### config.mk
export PLATFORM = sky130hd
export DESIGN_NAME = ahb_bus_arbiter
export DESIGN_NICKNAME = d
export VERILOG_FILES = /design/src/rtl/ahb_bus_arbiter.sv
export SDC_FILE = /design/constraint.sdc
export NUM_CORES = 1
export LEC_CHECK = 0
export ABC_AREA = 1
export BUFFER_PORTS_ARGS = -buffer_cell sky130_fd_sc_hd__buf_4
export CORE_MARGIN = 5
export CORE_UTILIZATION = 50
export DETAILED_ROUTE_END_ITERATION = 10
export GPL_ROUTABILITY_DRIVEN = 0
export GPL_TIMING_DRIVEN = 0
export PLACE_DENSITY = 0.73
export SLEW_MARGIN = 0
export SYNTH_ARGS = -nofsm -noshare
export SYNTH_HDL_FRONTEND = slang
export SYNTH_SLANG_ARGS = --single-unit
### constraint.sdc
create_clock -name i_HCLK -period 2.54 [get_ports i_HCLK]
set_clock_uncertainty 0.15 [all_clocks]
set_input_delay 0.127 -clock i_HCLK [delete_from_list [all_inputs] [get_ports i_HCLK]]
set_output_delay 0.127 -clock i_HCLK [all_outputs]
set_load 0.1 [all_outputs]
### src/rtl/ahb_bus_arbiter.sv
// AHB bus arbiter: one-hot HGRANT, HMASTER and HMASTLOCK for NUM_M masters.
// Fixed lowest-index priority by default; define AHB_ARB_RR_EN for round-robin.
module ahb_bus_arbiter #(
    parameter int NUM_M   = 2,
    parameter int DEF_M   = 0,
    parameter int MAX_TEN = 8
) (
    input  logic             i_HCLK,
    input  logic             i_HRESETn,
    input  logic [NUM_M-1:0] i_HBUSREQ,
    input  logic [NUM_M-1:0] i_HLOCK,
    input  logic [1:0]       i_HTRANS,
    input  logic             i_HREADY,
    output logic [NUM_M-1:0] o_HGRANT,
    output logic [3:0]       o_HMASTER,
    output logic             o_HMASTLOCK
);
    localparam logic [3:0] DEF_IDX = 4'(DEF_M);
    localparam logic [7:0] TEN_LIM = 8'(MAX_TEN);

    typedef enum logic [1:0] {PARK, OWN, LOCK} state_t;

    state_t           r_state;
    state_t           w_stateNext;
    logic [3:0]       r_owner;
    logic [3:0]       w_ownerNext;
    logic [3:0]       r_master;
    logic             r_mastLock;
    logic [7:0]       r_tenure;
    logic [7:0]       w_tenureNext;
    logic [3:0]       w_winner;
    logic             w_found;
    logic             w_arbPoint;
    logic             w_others;
    logic             w_ownerLocked;
    logic [NUM_M-1:0] w_ownerMask;
    logic [NUM_M-1:0] w_eligible;
`ifdef AHB_ARB_RR_EN
    logic [3:0]       r_rrPtr;
`endif

    // Bursts are never split: SEQ and BUSY (HTRANS[0]=1) are not arbitration points.
    always_comb begin
        w_ownerMask   = NUM_M'(1) << r_owner;
        w_arbPoint    = i_HREADY && !i_HTRANS[0];
        w_others      = |(i_HBUSREQ & ~w_ownerMask);
        w_ownerLocked = |(i_HLOCK & i_HBUSREQ & w_ownerMask);
    end

    // An owner whose tenure is used up only competes when nobody else is asking.
    always_comb begin
        w_eligible = i_HBUSREQ;
        if (r_state == OWN && r_tenure == TEN_LIM && w_others)
            w_eligible = i_HBUSREQ & ~w_ownerMask;
        w_found  = 1'b0;
        w_winner = DEF_IDX;
`ifdef AHB_ARB_RR_EN
        for (int i = 0; i < NUM_M; i++) begin
            if (!w_found && w_eligible[i] && 4'(i) > r_rrPtr) begin
                w_found  = 1'b1;
                w_winner = 4'(i);
            end
        end
        for (int i = 0; i < NUM_M; i++) begin
            if (!w_found && w_eligible[i] && 4'(i) <= r_rrPtr) begin
                w_found  = 1'b1;
                w_winner = 4'(i);
            end
        end
`else
        for (int i = 0; i < NUM_M; i++) begin
            if (!w_found && w_eligible[i]) begin
                w_found  = 1'b1;
                w_winner = 4'(i);
            end
        end
`endif
    end

    always_comb begin
        w_stateNext  = r_state;
        w_ownerNext  = r_owner;
        w_tenureNext = r_tenure;
        if (i_HREADY) begin
            if (w_arbPoint) begin
                if (w_ownerLocked) begin
                    w_stateNext = LOCK;
                end else if (w_found) begin
                    w_ownerNext = w_winner;
                    w_stateNext = (|(i_HLOCK & (NUM_M'(1) << w_winner))) ? LOCK : OWN;
                end else begin
                    w_ownerNext = DEF_IDX;
                    w_stateNext = PARK;
                end
            end
            if (w_ownerNext != r_owner || w_stateNext != OWN || !w_others)
                w_tenureNext = '0;
            else if (r_state == OWN && i_HTRANS[1] && r_tenure < TEN_LIM)
                w_tenureNext = r_tenure + 8'd1;
        end
    end

    // HMASTER/HMASTLOCK follow the registered grant at the start of each address phase.
    always_ff @(posedge i_HCLK or negedge i_HRESETn) begin
        if (!i_HRESETn) begin
            r_state    <= PARK;
            r_owner    <= DEF_IDX;
            r_master   <= DEF_IDX;
            r_mastLock <= 1'b0;
            r_tenure   <= '0;
        end else begin
            r_state  <= w_stateNext;
            r_owner  <= w_ownerNext;
            r_tenure <= w_tenureNext;
            if (i_HREADY) begin
                r_master   <= r_owner;
                r_mastLock <= |(i_HLOCK & w_ownerMask);
            end
        end
    end

`ifdef AHB_ARB_RR_EN
    always_ff @(posedge i_HCLK or negedge i_HRESETn) begin
        if (!i_HRESETn)
            r_rrPtr <= '0;
        else if (w_arbPoint && !w_ownerLocked && w_found)
            r_rrPtr <= w_winner;
    end
`endif

    assign o_HGRANT    = w_ownerMask;
    assign o_HMASTER   = r_master;
    assign o_HMASTLOCK = r_mastLock;

endmodule

After elaboration in Yosys (flattened, before gate mapping)
Index checks and enable logic that the tools add are counted.
{"block": "totals", "romBits": 0, "ramBits": 0, "output_inout_bits": 7, "latch_bits": 0, "regBits": 19, "input_bits": 9, "elab_cells": 51, "n_memories": 0}
{"block": "classes", "add_sub_neg": 1, "shifts": 2, "n_eq_ne": 4, "bitwise_logic": 6, "div_mod_pow": 0, "n_mul": 0, "mux": 15, "n_reduce_logical": 17, "order_cmp": 1}
{"op": "$mux 4", "count": 4}
{"op": "$mux 8", "count": 2}
{"op": "$mux 2", "count": 6}
{"op": "$and 2x2->2", "count": 5}
{"op": "$add 8x1->8 const B", "count": 1}
{"op": "$eq 8x4->1 const B", "count": 1}
{"op": "$lt 8x4->1 const B", "count": 1}
{"op": "$reduce_or 2->1", "count": 4}
{"op": "$shl 1x4->2 const A", "count": 2}
{"op": "$logic_and 1x1->1", "count": 6}
{"op": "$ne 4x4->1", "count": 1}
{"op": "$logic_not 1->1", "count": 3}
{"op": "$mux 1", "count": 3}
{"op": "$eq 2x1->1 const B", "count": 1}
{"op": "$logic_or 1x1->1", "count": 2}
{"op": "$ne 2x1->1 const B", "count": 1}
{"op": "$not 2->2", "count": 1}
{"op": "$reduce_and 2->1", "count": 1}
{"op": "$reduce_bool 2->1", "count": 1}

Depth between registers and ports, before layout
{"block": "logic_depth", "ltp_word": 23, "ltp_mapped": 17, "mapped_depth_nobuf": 17}

Worst setup path after synthesis
No wires, ideal clock.
{"block": "synth_path", "path_kind": "register to register", "start": "register r_tenure[0]", "end": "register r_tenure[2]", "setup_time_ns": 0.067, "path_stages_with_launch": 15, "synth_period_minus_slack_ns": 1.880, "slack_ns": 0.660, "t_arrival_ns": 1.664, "path_cell_list": "dfrtp_1 -> inv_1 -> ha_1 -> nand3_1 -> nor2_1 -> nand2_2 -> o21bai_2 -> nand2_2 -> nand3_1 -> nand2_2 -> nor2_4 -> nand2_2 -> nor2_4 -> nand4_1 -> nand2_1"}
{"block": "synth_via", "elab_chain_cells": 21, "word_cells_on_any_way": 32}
{"item": "start, declared", "line": "29", "source": "logic [7:0] r_tenure;"}
{"item": "start signal, assigned", "line": "114", "source": "r_tenure <= w_tenureNext;"}
{"item": "$eq 8x4->1", "line": "53", "source": "if (r_state == OWN && r_tenure == TEN_LIM && w_others)"}
{"item": "$logic_and 1x1->1 (2 in a row)", "line": "53"}
{"item": "$mux 2", "line": "53"}
{"item": "$mux 1", "line": "72", "source": "if (!w_found && w_eligible[i]) begin"}
{"item": "$logic_not 1->1", "line": "72"}
{"item": "$logic_and 1x1->1", "line": "72"}
{"item": "$mux 1", "line": "72"}
{"item": "$shl 1x4->2", "line": "90", "source": "w_stateNext = (|(i_HLOCK & (NUM_M'(1) << w_winner))) ? LOCK : OWN;"}
{"item": "[3 not listed]"}
{"item": "$mux 2", "line": "88", "source": "end else if (w_found) begin"}
{"item": "$mux 2", "line": "86", "source": "if (w_ownerLocked) begin"}
{"item": "$mux 2", "line": "85", "source": "if (w_arbPoint) begin"}
{"item": "$mux 2", "line": "84", "source": "if (i_HREADY) begin"}
{"item": "$ne 2x1->1", "line": "96", "source": "if (w_ownerNext != r_owner || w_stateNext != OWN || !w_others)"}
{"item": "$logic_or 1x1->1 (2 in a row)", "line": "96"}
{"item": "$reduce_bool 2->1 (no source line)"}
{"item": "$reduce_and 2->1 (no source line)"}
Parallel ways exist; a longest one is shown, timed or not. The select of a mux whose other input is x is not followed.
A chain may end at the register's enable or synchronous reset.

Worst setup path in the final report
{"block": "layout_path", "start": "register r_owner[0]", "end": "register r_tenure[2]"}
{"block": "layout_via", "elab_chain_cells": 23, "word_cells_on_any_way": 33}
{"item": "start, declared", "line": "25", "source": "logic [3:0] r_owner;"}
{"item": "start signal, assigned", "line": "113", "source": "r_owner <= w_ownerNext;"}
{"item": "$shl 1x4->2", "line": "44", "source": "w_ownerMask = NUM_M'(1) << r_owner;"}
{"item": "$not 2->2", "line": "46, 54"}
{"item": "$and 2x2->2", "line": "46, 54"}
{"item": "$reduce_or 2->1", "line": "46", "source": "w_others = |(i_HBUSREQ & ~w_ownerMask);"}
{"item": "$logic_and 1x1->1", "line": "53"}
{"item": "$mux 2", "line": "53"}
{"item": "$mux 1", "line": "72"}
{"item": "$logic_not 1->1", "line": "72"}
{"item": "[7 not listed]"}
{"item": "$mux 2", "line": "86"}
{"item": "$mux 2", "line": "85"}
{"item": "$mux 2", "line": "84"}
{"item": "$ne 2x1->1", "line": "96"}
{"item": "$logic_or 1x1->1", "line": "96"}
{"item": "$logic_or 1x1->1 *", "line": "96"}
{"item": "$reduce_bool 2->1 (no source line)"}
{"item": "$reduce_and 2->1 (no source line)"}
Every way passes the cells marked *; elsewhere a longest branch is shown, timed or not. The select of a mux whose other input is x is not followed.

==> key figures <==
Synth
  – Sequential share of the synthesized area: 0.430
  – Synthesized Nets: approximately 150
  – Syn Area/Cell: between 8 and 9 µm²
  – FF+latch count, synth: 19
  – Synth Cell Area: about 0.0011 mm²
  – Synth cell types: 23
  – Post-synthesis instance total: roughly 140
  – Synth warn: 0

Final layout
  – Area of the multi-input gates: around 520 µm²
  – Antenna cells: 0
  – Commonest cells after routing, fill and taps aside: nand2_1 (27), inv_1 (23), dfrtp_1 (19), buf_4 (15), nor2_1 (14)
  – Most common cell after layout, fill and taps aside: nand2_1
  – Layout cells sized above 1: 0.296
  – Filler instances: roughly 220
  – Sequential standard cell area: about 480 µm²
  – Layout area overhead: 18.8%
  – Nets: ~170
  – Final core occ: 0.605

Drt
  – Post-route ant nets: 0
  – Total routed wirelength: between 2000 and 2500 µm
  – Vias per cell: between 4 and 5
  – Via Count: between 800 and 900
  – Drt drc: 0
  – Pre-Repair DR Iteration Count: 4
  – Post-DR wirelength/cell: ~12 µm
  – Iter 0 DRT Violations: 9

Global routing
  – Initial antenna violation count: 0
  – First-pass GRT wire length: ~3700 µm
  – Number of global-route vias before repair: 922
  – GRT overflow: 0
  – Tot GR Track Use: 0.146
  – Largest net degree at the start of global routing: 20

STA
  – Final WS setup: between 0.3 and 0.4 ns
  – Fin crit share: 0.845
  – Max-slew headroom: 0.675
  – Pins Over Slew Limit: 0
  – FMAX: around 470 MHz
  – Slew at the pin with the worst max-slew slack: a little under 0.5 ns
  – Final Hold Fails: 0
  – Final setup fails: 0
  – RSZ-0062 raised after global routing: false
  – Final min period: around 2.1 ns
  – TNS Setup: 0 ns

Floorplanning
  – Initial core utilization: 0.509
  – DIE AREA: around 0.0032 mm²
  – Boundary Pins: 16
  – Placeable Area: 0.00217 mm²
  – Row Count: 17
  – Die Ht: 57.0 µm
  – Chip width: between 50 and 60 µm

Clock tree
  – Post-CTS setup buffers: 0
  – CTS resizes: 0
  – Worst-path clk slew: about 0.12 ns
  – Maximum root-to-sink buffer count: 2
  – Clock root cell: clkbuf_4
  – Clock tree from TritonCTS: yes
  – Clk sink count: 19
  – Skew-Pair Late Insertion Delay: approximately 0.3 ns
  – Cts bufs inserted: 3
  – Max H-tree Level: 1
  – Hold_buf cts: 3

Worst setup path
  – WP depth: 15
  – Slowest-stage cell, CP: dfrtp_1
  – Crit-path cells: inv_1 > nor2_2 > nand2_2 > nand2_1 > nand2_1 > nand2_2 > o21bai_2 > nand2_2 > nand2_1 > nand3_1 > nand2_2 > nand2_2 > nor2_4 > nand4_1 > nand2_1
  – Crit path launch: r_owner[0]
  – Crit path largest cell delay: 0.43 ns
  – Worst path top cell family by delay: simple AND/OR/NAND/NOR gates
  – Crit path to: r_tenure[2]
  – Cell mode on critical path: nand2_2
  – Reg2reg end: r_tenure[2]
  – FF-to-FF setup slack: 0.39 ns
  – Setup CP Type: reg -> reg
  – FF-to-FF path depth: 15
  – Crit. End Element: register
  – CP Launch Type: register
  – Critical Path RT: 2.64 ns
  – Crit Path Max Fanout: 5
  – FF-to-FF Start: r_owner[0]
  – Crit path buf inv count: 1
  – Worst Path Arrival: approximately 2.2 ns

Power and ir drop
  – Pwr dens: just under 600 mW/mm²
  – Worst VDD drop: between 0.4 and 0.5 mV
  – Static leakage: about 0.67 nW

Status
  – Status: complete, no violations

Min path
  – HP Start: i_HLOCK[0]
  – Hold crit path type: in -> reg

Place
  – # port buffers: 15
  – DP HPWL: around 1700 µm
  – Pre-CTS WS: about 0.42 ns

Job
  – Max-Cap Viols: 0
stage by stage:
stage               instances  hold WS, ns  cell area [µm²]  power, mW
CTS                       187       0.0168             1310      0.780
floorplan                 137       -0.319             1100      0.546
global placement          180       -0.139             1250      0.606
global route              187       0.0232             1310      0.811
finish                    187       0.0212             1310      0.771
detailed placement        180       -0.134             1250      0.614
registers in the layout, summed over array words and instances, names as in the netlist:
signal / flops
r_tenure: 8
r_state: 2
o_HMASTLOCK: 1
r_owner: 4
o_HMASTER: 4
cell type report:
cell class	count	share of cell area
plain buffers	1	0.00286
clock buffers	3	0.0172
clock inverters	1	0.00572
inverters	27	0.0791
multi-input cells	90	0.398
flip-flops and latches	19	0.362
well taps	28	0.0267
repair buffers	18	0.109
cell families after synthesis:
| kind of cell | count (synthesis) | share of synthesized area |
|---|---|---|
| AO/OA/AOI/OAI | 11 | 0.0680 |
| XOR/XNOR | 2 | 0.0159 |
| flip-flops | 19 | 0.430 |
| buffers and inverters | 28 | 0.0974 |
| AND/OR/NAND/NOR | 75 | 0.366 |
| adder cells (fa/ha/maj) | 2 | 0.0226 |
cell usage after synthesis, drive strengths merged:
cell,number,area [µm²]
a21boi,1,7.51
a21oi,3,26.3
clkbuf,1,3.75
dfrtp,19,475
ha,2,25.0
inv,27,104
nand2,36,163
nand3,8,45.0
nand4,6,43.8
nor2,24,140
nor4,1,12.5
o21ai,6,30.0
o21bai,1,11.3
xor2,2,17.5
tightest hold or removal path, stage by stage:
cell,delay (ns)
buf_4,0.09
nand2_1,0.04
nand3_1,0.09
nand2_2,0.09
report_power, final:
| group | internal [mW] | switching (mW) |
|---|---|---|
| clock | 0.0600 | 0.102 |
| combinational | 0.0703 | 0.209 |
| sequential | 0.318 | 0.0112 |
| total | 0.448 | 0.323 |
per-layer routing:
metal | up-vias | GRT usage | routed length [µm]
met5 | - | 0 | 0
met4 | 0 | 0.0795 | 48
met3 | 6 | 0.0294 | 86
met2 | 17 | 0.261 | 1130
met1 | 414 | 0.162 | 895
li1 | 462 | - | -
how the worst min path moves through the flow:
stage | endpoint | slack, ns | cells past startpoint
final | r_state[0] | 0.02 | 4
after global routing | r_state[0] | 0.02 | 4
after CTS | r_state[0] | 0.02 | 4
after floorplan | o_HMASTER[0] | -0.32 | 0
after global placement | o_HMASTER[2] | -0.14 | 1
after detailed placement | o_HMASTER[0] | -0.13 | 1
Note: power is estimated with default switching activity, not from simulation.
